$ cat src/rtl/vga_capture.sv
// VGA stream receiver: measures incoming timing, locks after two matching frames,
// and stores one sample per SCALE x SCALE block into an OUT_W x OUT_H frame memory.
module vga_capture #(
  parameter int unsigned SCALE  = 10,
  parameter int unsigned OUT_W  = 192,
  parameter int unsigned OUT_H  = 108,
  parameter int unsigned ADDR_W = 15
) (
  input  logic              clk,
  input  logic              reset,
  input  logic              vga_hs,
  input  logic              vga_vs,
  input  logic              vga_de,
  input  logic [7:0]        vga_r,
  input  logic [7:0]        vga_g,
  input  logic [7:0]        vga_b,
  output logic              wr_en,
  output logic [ADDR_W-1:0] wr_addr,
  output logic [23:0]       wr_data,
  output logic [11:0]       h_total_meas,
  output logic [11:0]       h_active_meas,
  output logic [11:0]       v_total_meas,
  output logic [11:0]       v_active_meas,
  output logic              locked,
  output logic              frame_done
);

  localparam int unsigned CNT_W = 12;
  localparam int unsigned SUB_W = (SCALE > 1) ? $clog2(SCALE) : 1;
  localparam int unsigned COL_W = $clog2(OUT_W + 1);
  localparam int unsigned ROW_W = $clog2(OUT_H + 1);
  localparam logic [CNT_W-1:0] CNT_MAX = '1;

  localparam logic [1:0] SEEK    = 2'd0;
  localparam logic [1:0] MEASURE = 2'd1;
  localparam logic [1:0] VERIFY  = 2'd2;
  localparam logic [1:0] CAPTURE = 2'd3;

  logic              s1_hs, s1_vs, s1_de, s2_hs, s2_vs, s2_de;
  logic [23:0]       s1_rgb;
  logic              vs_fall, hs_fall, de_rise, de_fall;
  logic [CNT_W-1:0]  h_cnt, de_cnt, v_cnt, v_act_cnt;
  logic [1:0]        state, state_nxt;
  logic              locked_nxt, frame_done_nxt, match;
  logic [CNT_W-1:0]  ref_h_active, ref_v_active, ref_h_nxt, ref_v_nxt;
  logic [SUB_W-1:0]  col_sub, row_sub, col_sub_cur, row_sub_cur;
  logic [COL_W-1:0]  col, col_cur;
  logic [ROW_W-1:0]  row, row_cur;
  logic [ADDR_W-1:0] row_base, row_base_cur;
  logic              sample;

  function automatic logic [CNT_W-1:0] sat_inc(input logic [CNT_W-1:0] v);
    return (v == CNT_MAX) ? v : v + CNT_W'(1);
  endfunction

  // Two-stage input pipeline; edges come from s1 against s2
  always_ff @(posedge clk) begin
    if (reset) begin
      {s1_hs, s1_vs, s1_de, s2_hs, s2_vs, s2_de} <= '0;
      s1_rgb <= '0;
    end else begin
      {s1_hs, s1_vs, s1_de} <= {vga_hs, vga_vs, vga_de};
      {s2_hs, s2_vs, s2_de} <= {s1_hs, s1_vs, s1_de};
      s1_rgb <= {vga_r, vga_g, vga_b};
    end
  end

  assign vs_fall = s2_vs & ~s1_vs;
  assign hs_fall = s2_hs & ~s1_hs;
  assign de_rise = s1_de & ~s2_de;
  assign de_fall = s2_de & ~s1_de;

  // Saturating timing measurement
  always_ff @(posedge clk) begin
    if (reset) begin
      {h_cnt, de_cnt, v_cnt, v_act_cnt} <= '0;
      {h_total_meas, h_active_meas, v_total_meas, v_active_meas} <= '0;
    end else begin
      if (hs_fall) begin
        h_total_meas <= h_cnt;
        h_cnt        <= CNT_W'(1);
      end else begin
        h_cnt <= sat_inc(h_cnt);
      end
      if (de_rise)    de_cnt <= CNT_W'(1);
      else if (s1_de) de_cnt <= sat_inc(de_cnt);
      if (de_fall) h_active_meas <= de_cnt;
      if (vs_fall) begin
        v_total_meas  <= v_cnt;
        v_cnt         <= hs_fall ? CNT_W'(1) : '0;
        v_active_meas <= v_act_cnt;
        v_act_cnt     <= '0;
      end else begin
        if (hs_fall) v_cnt     <= sat_inc(v_cnt);
        if (de_fall) v_act_cnt <= sat_inc(v_act_cnt);
      end
    end
  end

  always_ff @(posedge clk) begin
    if (reset) begin
      state        <= SEEK;
      locked       <= 1'b0;
      frame_done   <= 1'b0;
      ref_h_active <= '0;
      ref_v_active <= '0;
    end else begin
      state        <= state_nxt;
      locked       <= locked_nxt;
      frame_done   <= frame_done_nxt;
      ref_h_active <= ref_h_nxt;
      ref_v_active <= ref_v_nxt;
    end
  end

  // Lock sequencing: everything happens at the frame boundary
  always_comb begin
    state_nxt      = state;
    locked_nxt     = locked;
    frame_done_nxt = 1'b0;
    ref_h_nxt      = ref_h_active;
    ref_v_nxt      = ref_v_active;
    match          = (h_active_meas == ref_h_active) && (v_act_cnt == ref_v_active);
    if (vs_fall) begin
      case (state)
        SEEK: state_nxt = MEASURE;
        MEASURE: begin
          ref_h_nxt = h_active_meas;
          ref_v_nxt = v_act_cnt;
          state_nxt = VERIFY;
        end
        VERIFY: begin
          if (match) begin
            state_nxt  = CAPTURE;
            locked_nxt = 1'b1;
          end else begin
            ref_h_nxt = h_active_meas;
            ref_v_nxt = v_act_cnt;
          end
        end
        CAPTURE: begin
          frame_done_nxt = 1'b1;
          if (!match) begin
            state_nxt  = VERIFY;
            locked_nxt = 1'b0;
          end
        end
        default: state_nxt = SEEK;
      endcase
    end
  end

  // Frame/line restarts take effect in the same cycle as the edge
  always_comb begin
    col_sub_cur  = de_rise ? '0 : col_sub;
    col_cur      = de_rise ? '0 : col;
    row_sub_cur  = vs_fall ? '0 : row_sub;
    row_cur      = vs_fall ? '0 : row;
    row_base_cur = vs_fall ? '0 : row_base;
    sample = (state_nxt == CAPTURE) && s1_de && (col_sub_cur == '0) && (row_sub_cur == '0) &&
             (col_cur < COL_W'(OUT_W)) && (row_cur < ROW_W'(OUT_H));
  end

  always_ff @(posedge clk) begin
    if (reset) begin
      col_sub  <= '0;
      col      <= '0;
      row_sub  <= '0;
      row      <= '0;
      row_base <= '0;
    end else begin
      if (s1_de) begin
        if (col_sub_cur == SUB_W'(SCALE - 1)) begin
          col_sub <= '0;
          col     <= (col_cur < COL_W'(OUT_W)) ? col_cur + COL_W'(1) : col_cur;
        end else begin
          col_sub <= col_sub_cur + SUB_W'(1);
          col     <= col_cur;
        end
      end
      if (vs_fall) begin
        row_sub  <= '0;
        row      <= '0;
        row_base <= '0;
      end else if (de_fall) begin
        if (row_sub == SUB_W'(SCALE - 1)) begin
          row_sub <= '0;
          if (row < ROW_W'(OUT_H)) begin
            row      <= row + ROW_W'(1);
            row_base <= row_base + ADDR_W'(OUT_W);
          end
        end else begin
          row_sub <= row_sub + SUB_W'(1);
        end
      end
    end
  end

  always_ff @(posedge clk) begin
    if (reset) begin
      wr_en   <= 1'b0;
      wr_addr <= '0;
      wr_data <= '0;
    end else begin
      wr_en <= sample;
      if (sample) begin
        wr_addr <= row_base_cur + ADDR_W'(col_cur);
        wr_data <= s1_rgb;
      end
    end
  end

endmodule

$ cat config.mk
export PLATFORM = sky130hd
export DESIGN_NAME = vga_capture
export DESIGN_NICKNAME = d
export VERILOG_FILES = /design/src/rtl/vga_capture.sv
export SDC_FILE = /design/constraint.sdc
export NUM_CORES = 1
export LEC_CHECK = 0
export CAP_MARGIN = 20
export CORE_MARGIN = 2
export CORE_UTILIZATION = 40
export CTS_CLUSTER_SIZE = 14
export DETAILED_ROUTE_END_ITERATION = 6
export GPL_ROUTABILITY_DRIVEN = 0
export PLACE_DENSITY = 0.7
export SLEW_MARGIN = 40
export SYNTH_ARGS = -nofsm -noshare
export SYNTH_HDL_FRONTEND = slang
export SYNTH_SLANG_ARGS = --single-unit
export TNS_END_PERCENT = 100
$ cat constraint.sdc
create_clock -name clk -period 2.21 [get_ports clk]
set_input_delay 0.663 -clock clk [delete_from_list [all_inputs] [get_ports clk]]
set_output_delay 0.663 -clock clk [all_outputs]
set_load 0.01 [all_outputs]
==> qor.csv, run 1 <==
stage,metric,value,unit
die,die width,155,um
finish,diode count,0,
timing,Period minus WS final,2.17,ns
routing,Post-Route WL,21000,um
finish,P&R area growth vs syn,28.6,%
timing,Slew HR,62.2,%
synthesis,yosys warns,0,
clock_network,CTS tree,built,
global_route,first-pass GRT wire length,34500,um
die,Placeable Area,22600,sq um
finish,final-layout fill cell count,2102,
timing,RSZ-0062 raised after global routing,false,
clock_network,TritonCTS Sinks,226,
finish,share of cells above drive strength 1,10.3,%
setup_path,required time worst endpoint,1.55,ns
synthesis,Mapped Nets,1078,
routing,Iter 0 DRT Violations,380,
global_route,largest net degree at the start of global routing,66,
timing,Final Max Tran Viols,0,
global_route,GRT Residual Overflow,0,
synthesis,register bit total from synthesis,226,
clock_network,Worst-Skew Late Latency,0.51,ns
routing,vias per inst,5.07,
synthesis,"Top FF cell, synth",dfxtp_1,
synthesis,top cell type's share of synthesized area,49.4,%
timing,final worst-path cycle share,98.3,%
setup_path,critical path class,reg -> out,
timing,FMAX,0.460,GHz
routing,vias post-DR,7475,
place,Buffers on Ports,118,
routing,drt pass-1 iters,4,
timing,Fin Setup TNS,0,ns
setup_path,Crit path depth,2,
synthesis,Cells after Synth,1039,
routing,routed len/inst,14.3,um
die,Initial Util,40.6,%
die,die area,24100,sq um
finish,Top Registers,"s1_rgb x24, wr_data x24, wr_addr x15",
finish,layout net count,1210,
timing,Hold Slack,0.449,ns
clock_network,clk buf depth,3,
clock_network,# H-tree levels,1,
pwr,Leakage,0.00441,uW
setup_path,crit path capture type,primary output,
global_route,GRT Util Overall,17.0,%
synthesis,"FFs w/ async S/R, synth",0,%
setup_path,critical path's top delay family,buffers and inverters,
setup_path,CP arrival,1.51,ns
clock_network,Root Driver,clkbuf_16,
worst_hold_path,Hold Crit Class,reg -> reg,
die,die extent in y,155,um
timing,final setup violation count,0,
flow_run,MaxCap Viol Count,0,
global_route,number of global-route vias before repair,6967,
setup_path,CP Buf/Inv Count,2,
timing,worst-margin pin slew,0.563,ns
global_route,antenna violations before repair,0,
synthesis,dominant cell type by area after synthesis,dfxtp_1,
synthesis,register area share after synthesis,49.4,%
place,dpl hpwl,14500,um
pwr,Peak VDD IR,588,uV
setup_path,CP Cell Sequence,buf_4 -> clkdlybuf4s50_1,
clock_network,cts bufs inserted,25,
synthesis,mapped cell area,9160,sq um
timing,"Hold Vio Cnt, Final",0,
setup_path,cell count of the worst reg-to-reg path,7,
clock_network,Clock Pin Slew Worst Setup and Hold Paths,0.06,ns
clock_network,hold_buf cts,0,
timing,Worst Clk Skew,0.00982,ns
setup_path,"slowest stage delay, CP",0.53,ns
synthesis,number of enable flip-flop cells after synthesis,0,
routing,post-route ant nets,0,
outcome,outcome,"complete, no violations",
pwr,total chip power,8880,uW
worst_hold_path,worst hold path depth,2,
synthesis,Netlist cell types,60,
setup_path,CP max FO,3,
die,FP Rows,55,
synthesis,ranking of synthesized cells by area,"dfxtp_1 (49%), a21oi_1 (6.1%), nand2_1 (6.1%)",
setup_path,Startpoint Class,flop,
setup_path,CP max-delay cell,clkdlybuf4s50_1,
die,num ports,119,
pwr,Pwr per Cell Area,754,nW/um^2
routing,Post-route DRC,0,
synthesis,syn avg cell area,8.82,sq um
-- layout make-up --
type / count / area [sq um] / area share (%)
timing repair buffer: 172 / 1660 / 14.1
sequential: 226 / 4520 / 38.4
inverter: 12 / 45.0 / 0.382
clock buffer: 34 / 719 / 6.11
clock inverter: 11 / 164 / 1.39
multi-input combinational: 734 / 4310 / 36.6
tap: 285 / 357 / 3.03
-- per-layer routing --
metal	wire (um)	global-route usage (%)	up-vias
met2	9220	27.3	160
li1	-	-	3818
met3	1380	4.82	21
met1	10100	22.9	3476
met5	0	0	-
met4	282	3.45	0
-- cell usage in the layout (no fill, tap or decap), drive strengths merged, types with 2 or more instances in the layout --
master         count
nand2            148
xnor2             27
o21ai             50
or2                4
or3                6
inv               13
and3              10
nor3              19
nor2b             37
nand4             30
and3b              2
xor2              55
and4               7
nor4               9
nor3b              4
a21oi            111
a22o              24
clkdlybuf4s50    109
bufinv             4
ha                 9
buf               55
nor2              82
a41oi              2
dlymetal6s2s       7
a211oi             6
o31ai              3
clkbuf            34
mux2i              8
and2               4
nand3             45
nand2b            12
dfxtp            226
a31oi              2
clkinv             5
-- metrics by stage --
step	util, %	instances	instance area [sq um]	setup slack (ns)
finish	52.2	1474	11800	0.0379
global route	52.2	1474	11800	0.00412
CTS	52.0	1474	11700	0.00227
detailed placement	48.1	1429	10900	0.0779
global placement	48.1	1429	10900	0.157
floorplan	-	1039	9170	0.00556
-- worst reg2reg max path, delay by kind of cell, from the launching register on --
kind            cells  cell delay, ns
simple gates        3            0.93
flops               1            0.38
compound gates      2            0.38
buf+inv             1            0.18
xor+xnor            1            0.13
-- cells by family after synthesis --
family / count (synthesis) / share of synthesized area [%]
buf+inv: 79 / 3.89
fa+ha+maj: 10 / 1.45
mux: 8 / 0.874
compound gates: 211 / 13.9
simple gates: 423 / 22.5
xor+xnor: 82 / 8.00
flops: 226 / 49.4
-- synth_stat cells (5+ instances only) --
library cell	instances
a211oi_1	6
a21oi_1	111
a22o_1	24
and3_1	9
and4_1	5
buf_1	5
buf_2	16
buf_6	5
clkbuf_1	39
dfxtp_1	226
ha_1	9
inv_1	12
mux2i_1	8
nand2_1	148
nand2b_1	12
nand3_1	45
nand4_1	30
nor2_1	81
nor2b_1	37
nor3_1	19
nor4_1	6
o21ai_0	44
o21ai_1	6
or3_1	5
xnor2_1	26
xor2_1	54
-- where the power goes --
| group | switching (uW) | internal [uW] | total, uW | leakage [uW] |
|---|---|---|---|---|
| Clock | 1640 | 2750 | 4390 | 0.000437 |
| Sequential | 29.5 | 4120 | 4150 | 0.00183 |
| Combinational | 199 | 146 | 346 | 0.00214 |
-- worst paths after layout --
check,start,to,slack (ns)
worst max-delay path,h_active_meas[6]$_SDFFE_PP0P_,h_active_meas[6],0.04
worst min-delay path,s1_rgb[13]$_SDFF_PP0_,wr_data[13]$_SDFFE_PP0P_,0.45
worst max register to register,ref_v_active[3]$_SDFFE_PP0P_,ref_h_active[5]$_SDFFE_PP0P_,0.14
worst min register to register,s1_rgb[13]$_SDFF_PP0_,wr_data[13]$_SDFFE_PP0P_,0.45
-- repair_timing --
| action | CTS | global route |
|---|---|---|
| resized for setup | 1 | 11 |
| pin swaps | 0 | 0 |
| setup buffers | 0 | 0 |
| setup endpoints to repair | 1 | 38 |
Note: power is estimated with default switching activity, not from simulation.
==> run 2: changes to the inputs <==
--- a/config.mk
+++ b/config.mk
@@ -5,14 +5,15 @@
 export SDC_FILE = /design/constraint.sdc
 export NUM_CORES = 1
 export LEC_CHECK = 0
+export ABC_AREA = 1
 export CAP_MARGIN = 20
 export CORE_MARGIN = 2
-export CORE_UTILIZATION = 40
+export CORE_UTILIZATION = 50
 export CTS_CLUSTER_SIZE = 14
 export DETAILED_ROUTE_END_ITERATION = 6
 export GPL_ROUTABILITY_DRIVEN = 0
-export PLACE_DENSITY = 0.7
-export SLEW_MARGIN = 40
+export PLACE_DENSITY = 0.83
+export SLEW_MARGIN = 20
 export SYNTH_ARGS = -nofsm -noshare
 export SYNTH_HDL_FRONTEND = slang
 export SYNTH_SLANG_ARGS = --single-unit
==> run 2 against run 1 <==
Sequential share of layout area fell by 0.69 points. Clock skew is 0.0026 ns higher. Count of clock-buffer cells in the layout did not move. Synthesized area is 4.0% higher. Combinational power is 53% higher. Hold slack worse by 0.021 ns. First-iteration DRC count rose by 79%. Via count up 17%. Sequential power is essentially flat. Routed wire length increased by 7.5%. Highest routed layer unchanged.
==> qor.csv, run 2 <==
stage,metric,value,unit
setup_path,required time worst endpoint,1.55,ns
synthesis,Cells after Synth,1310,
clock_network,Clock Pin Slew Worst Setup and Hold Paths,0.06,ns
finish,final-layout fill cell count,1525,
pwr,Pwr per Cell Area,746,nW/um^2
setup_path,CP max FO,4,
clock_network,TritonCTS Sinks,226,
finish,Top Registers,"s1_rgb x24, wr_data x24, wr_addr x15",
finish,P&R area growth vs syn,26.0,%
finish,"most common cell after layout, fill and taps aside",nand2_1,
setup_path,CP arrival,1.48,ns
finish,layout net count,1477,
routing,drt pass-1 iters,5,
clock_network,CTS tree,built,
synthesis,Synth top cells by count,"nand2_1 (258), dfxtp_1 (226), inv_1 (171)",
synthesis,Netlist cell types,37,
synthesis,"FFs w/ async S/R, synth",0,%
global_route,number of global-route vias before repair,8011,
synthesis,top-count cell post-synth,nand2_1,
place,dpl hpwl,14800,um
synthesis,mapped cell area,9530,sq um
routing,Iter 0 DRT Violations,679,
clock_network,# H-tree levels,1,
finish,diode count,0,
synthesis,ranking of synthesized cells by area,"dfxtp_1 (47%), nand2_1 (10%), a21oi_1 (7.8%)",
timing,Period minus WS final,2.14,ns
global_route,first-pass GRT wire length,36500,um
timing,Final Max Tran Viols,0,
setup_path,critical path class,reg -> out,
synthesis,syn avg cell area,7.27,sq um
die,num ports,119,
timing,final setup violation count,0,
routing,vias post-DR,8759,
die,die area,20200,sq um
setup_path,"slowest stage delay, CP",0.58,ns
routing,vias per inst,5.19,
setup_path,critical path's top delay family,buffers and inverters,
timing,Worst Clk Skew,0.0125,ns
routing,routed len/inst,13.4,um
global_route,antenna violations before repair,0,
timing,FMAX,0.467,GHz
clock_network,cts bufs inserted,24,
global_route,GRT Residual Overflow,0,
synthesis,yosys warns,0,
pwr,Peak VDD IR,618,uV
place,DP Worst Slack,-0.0379,ns
setup_path,CP Buf/Inv Count,1,
die,Placeable Area,18700,sq um
synthesis,register bit total from synthesis,226,
place,Inst Count DP,1641,
setup_path,CP Cell Sequence,clkdlybuf4s50_1,
setup_path,Startpoint Class,flop,
routing,post-route ant nets,0,
synthesis,top cell type's share of synthesized area,47.5,%
synthesis,register area share after synthesis,47.5,%
timing,Final WS setup,0.0668,ns
finish,final instance area,12000,sq um
synthesis,Mapped Nets,1349,
clock_network,Worst-Skew Late Latency,0.51,ns
clock_network,Root Driver,clkbuf_16,
die,die extent in y,142,um
die,FP Rows,50,
outcome,outcome,"complete, no violations",
die,die width,142,um
timing,worst-margin pin slew,0.509,ns
finish,share of cells above drive strength 1,8.18,%
die,Initial Util,50.9,%
routing,Post-Route WL,22600,um
worst_hold_path,Hold Crit Class,reg -> reg,
clock_network,clk buf depth,3,
routing,Post-route DRC,0,
pwr,Leakage,0.00469,uW
timing,Hold Slack,0.427,ns
flow_run,MaxCap Viol Count,0,
global_route,GRT Util Overall,21.4,%
place,placed standard-cell area,11000,sq um
synthesis,dominant cell type by area after synthesis,dfxtp_1,
timing,RSZ-0062 raised after global routing,true,
timing,"Hold Vio Cnt, Final",0,
finish,Finished Layout Cells,1688,
setup_path,CP max-delay cell,clkdlybuf4s50_1,
place,Buffers on Ports,118,
global_route,largest net degree at the start of global routing,79,
synthesis,"Top FF cell, synth",dfxtp_1,
finish,"commonest non-fill, non-tap cells in the layout","nand2_1 (255), dfxtp_1 (224), inv_1 (166), a21oi_1 (148), nor2_1 (147)",
timing,Slew HR,66.0,%
synthesis,number of enable flip-flop cells after synthesis,0,
setup_path,crit path capture type,primary output,
timing,Fin Setup TNS,0,ns
timing,final worst-path cycle share,97.0,%
[run 2: cell types whose count changed after synthesis, sizes merged, moves of 27 or more]
cell    before  now
xor2        55   18
nand3b       1   28
nor2        82  155
nand2      148  261
a21oi      111  148
o21ai       50  119
nor2b       37    0
inv         12  181
[run 2: power breakdown]
part | internal (uW) | switching [uW] | total (uW)
Clock | 2640 | 1590 | 4230
Combinational | 217 | 314 | 530
Sequential | 4140 | 39.6 | 4180
Total | 7000 | 1950 | 8950
[run 2: worst paths after layout]
path,startpoint,to,slack (ns),cells after the start
setup / recovery,h_active_meas[6]$_SDFFE_PP0P_,h_active_meas[6],0.07,1
hold / removal,s1_hs$_SDFF_PP0_,s2_hs$_SDFF_PP0_,0.43,2
setup reg to reg,s1_vs$_SDFF_PP0_,wr_addr[14]$_SDFFE_PP0P_,0.08,15
hold reg to reg,s1_hs$_SDFF_PP0_,s2_hs$_SDFF_PP0_,0.43,2
[run 2: area by class of cell]
type	instances	area, sq um	share of cell area, %
clock buffers	34	729	6.08
well taps	234	293	2.44
clock inverters	8	119	0.990
repair buffers	154	1510	12.6
multi-input cells	851	4140	34.5
flip-flops and latches	226	4530	37.7
inverters	181	679	5.66
[run 2: stage by stage]
stage,power [uW],utilization [%]
CTS,9000,63.5
floorplan,4570,-
finish,8950,64.2
detailed placement,4770,59.0
global route,9250,64.2
global placement,4760,59.0
[run 2: cell families after synthesis]
group                    count (synthesis)  share of synthesized area (%)
AND/OR/NAND/NOR                        540                           24.5
AO/OA/AOI/OAI                          282                           15.2
buffers and inverters                  233                           9.67
flip-flops                             226                           47.5
XOR/XNOR                                19                           1.75
adder cells (fa/ha/maj)                 10                           1.39
[run 2: per-layer routing]
layer  wire [um]  vias to the layer above  global-route usage, %
met5           0                        -                      0
met1        9970                     4011                   27.9
li1            -                     4452                      -
met4         518                        0                   6.95
met2       10900                      254                   36.6
met3        1220                       42                   2.89
[run 2: what timing repair did]
item	4_1_cts	5_1_grt
pin swaps	0	7
setup endpoints to repair	1	45
hold buffers	0	0
gates cloned	0	2
resized for setup	2	22
buffers inserted	0	3
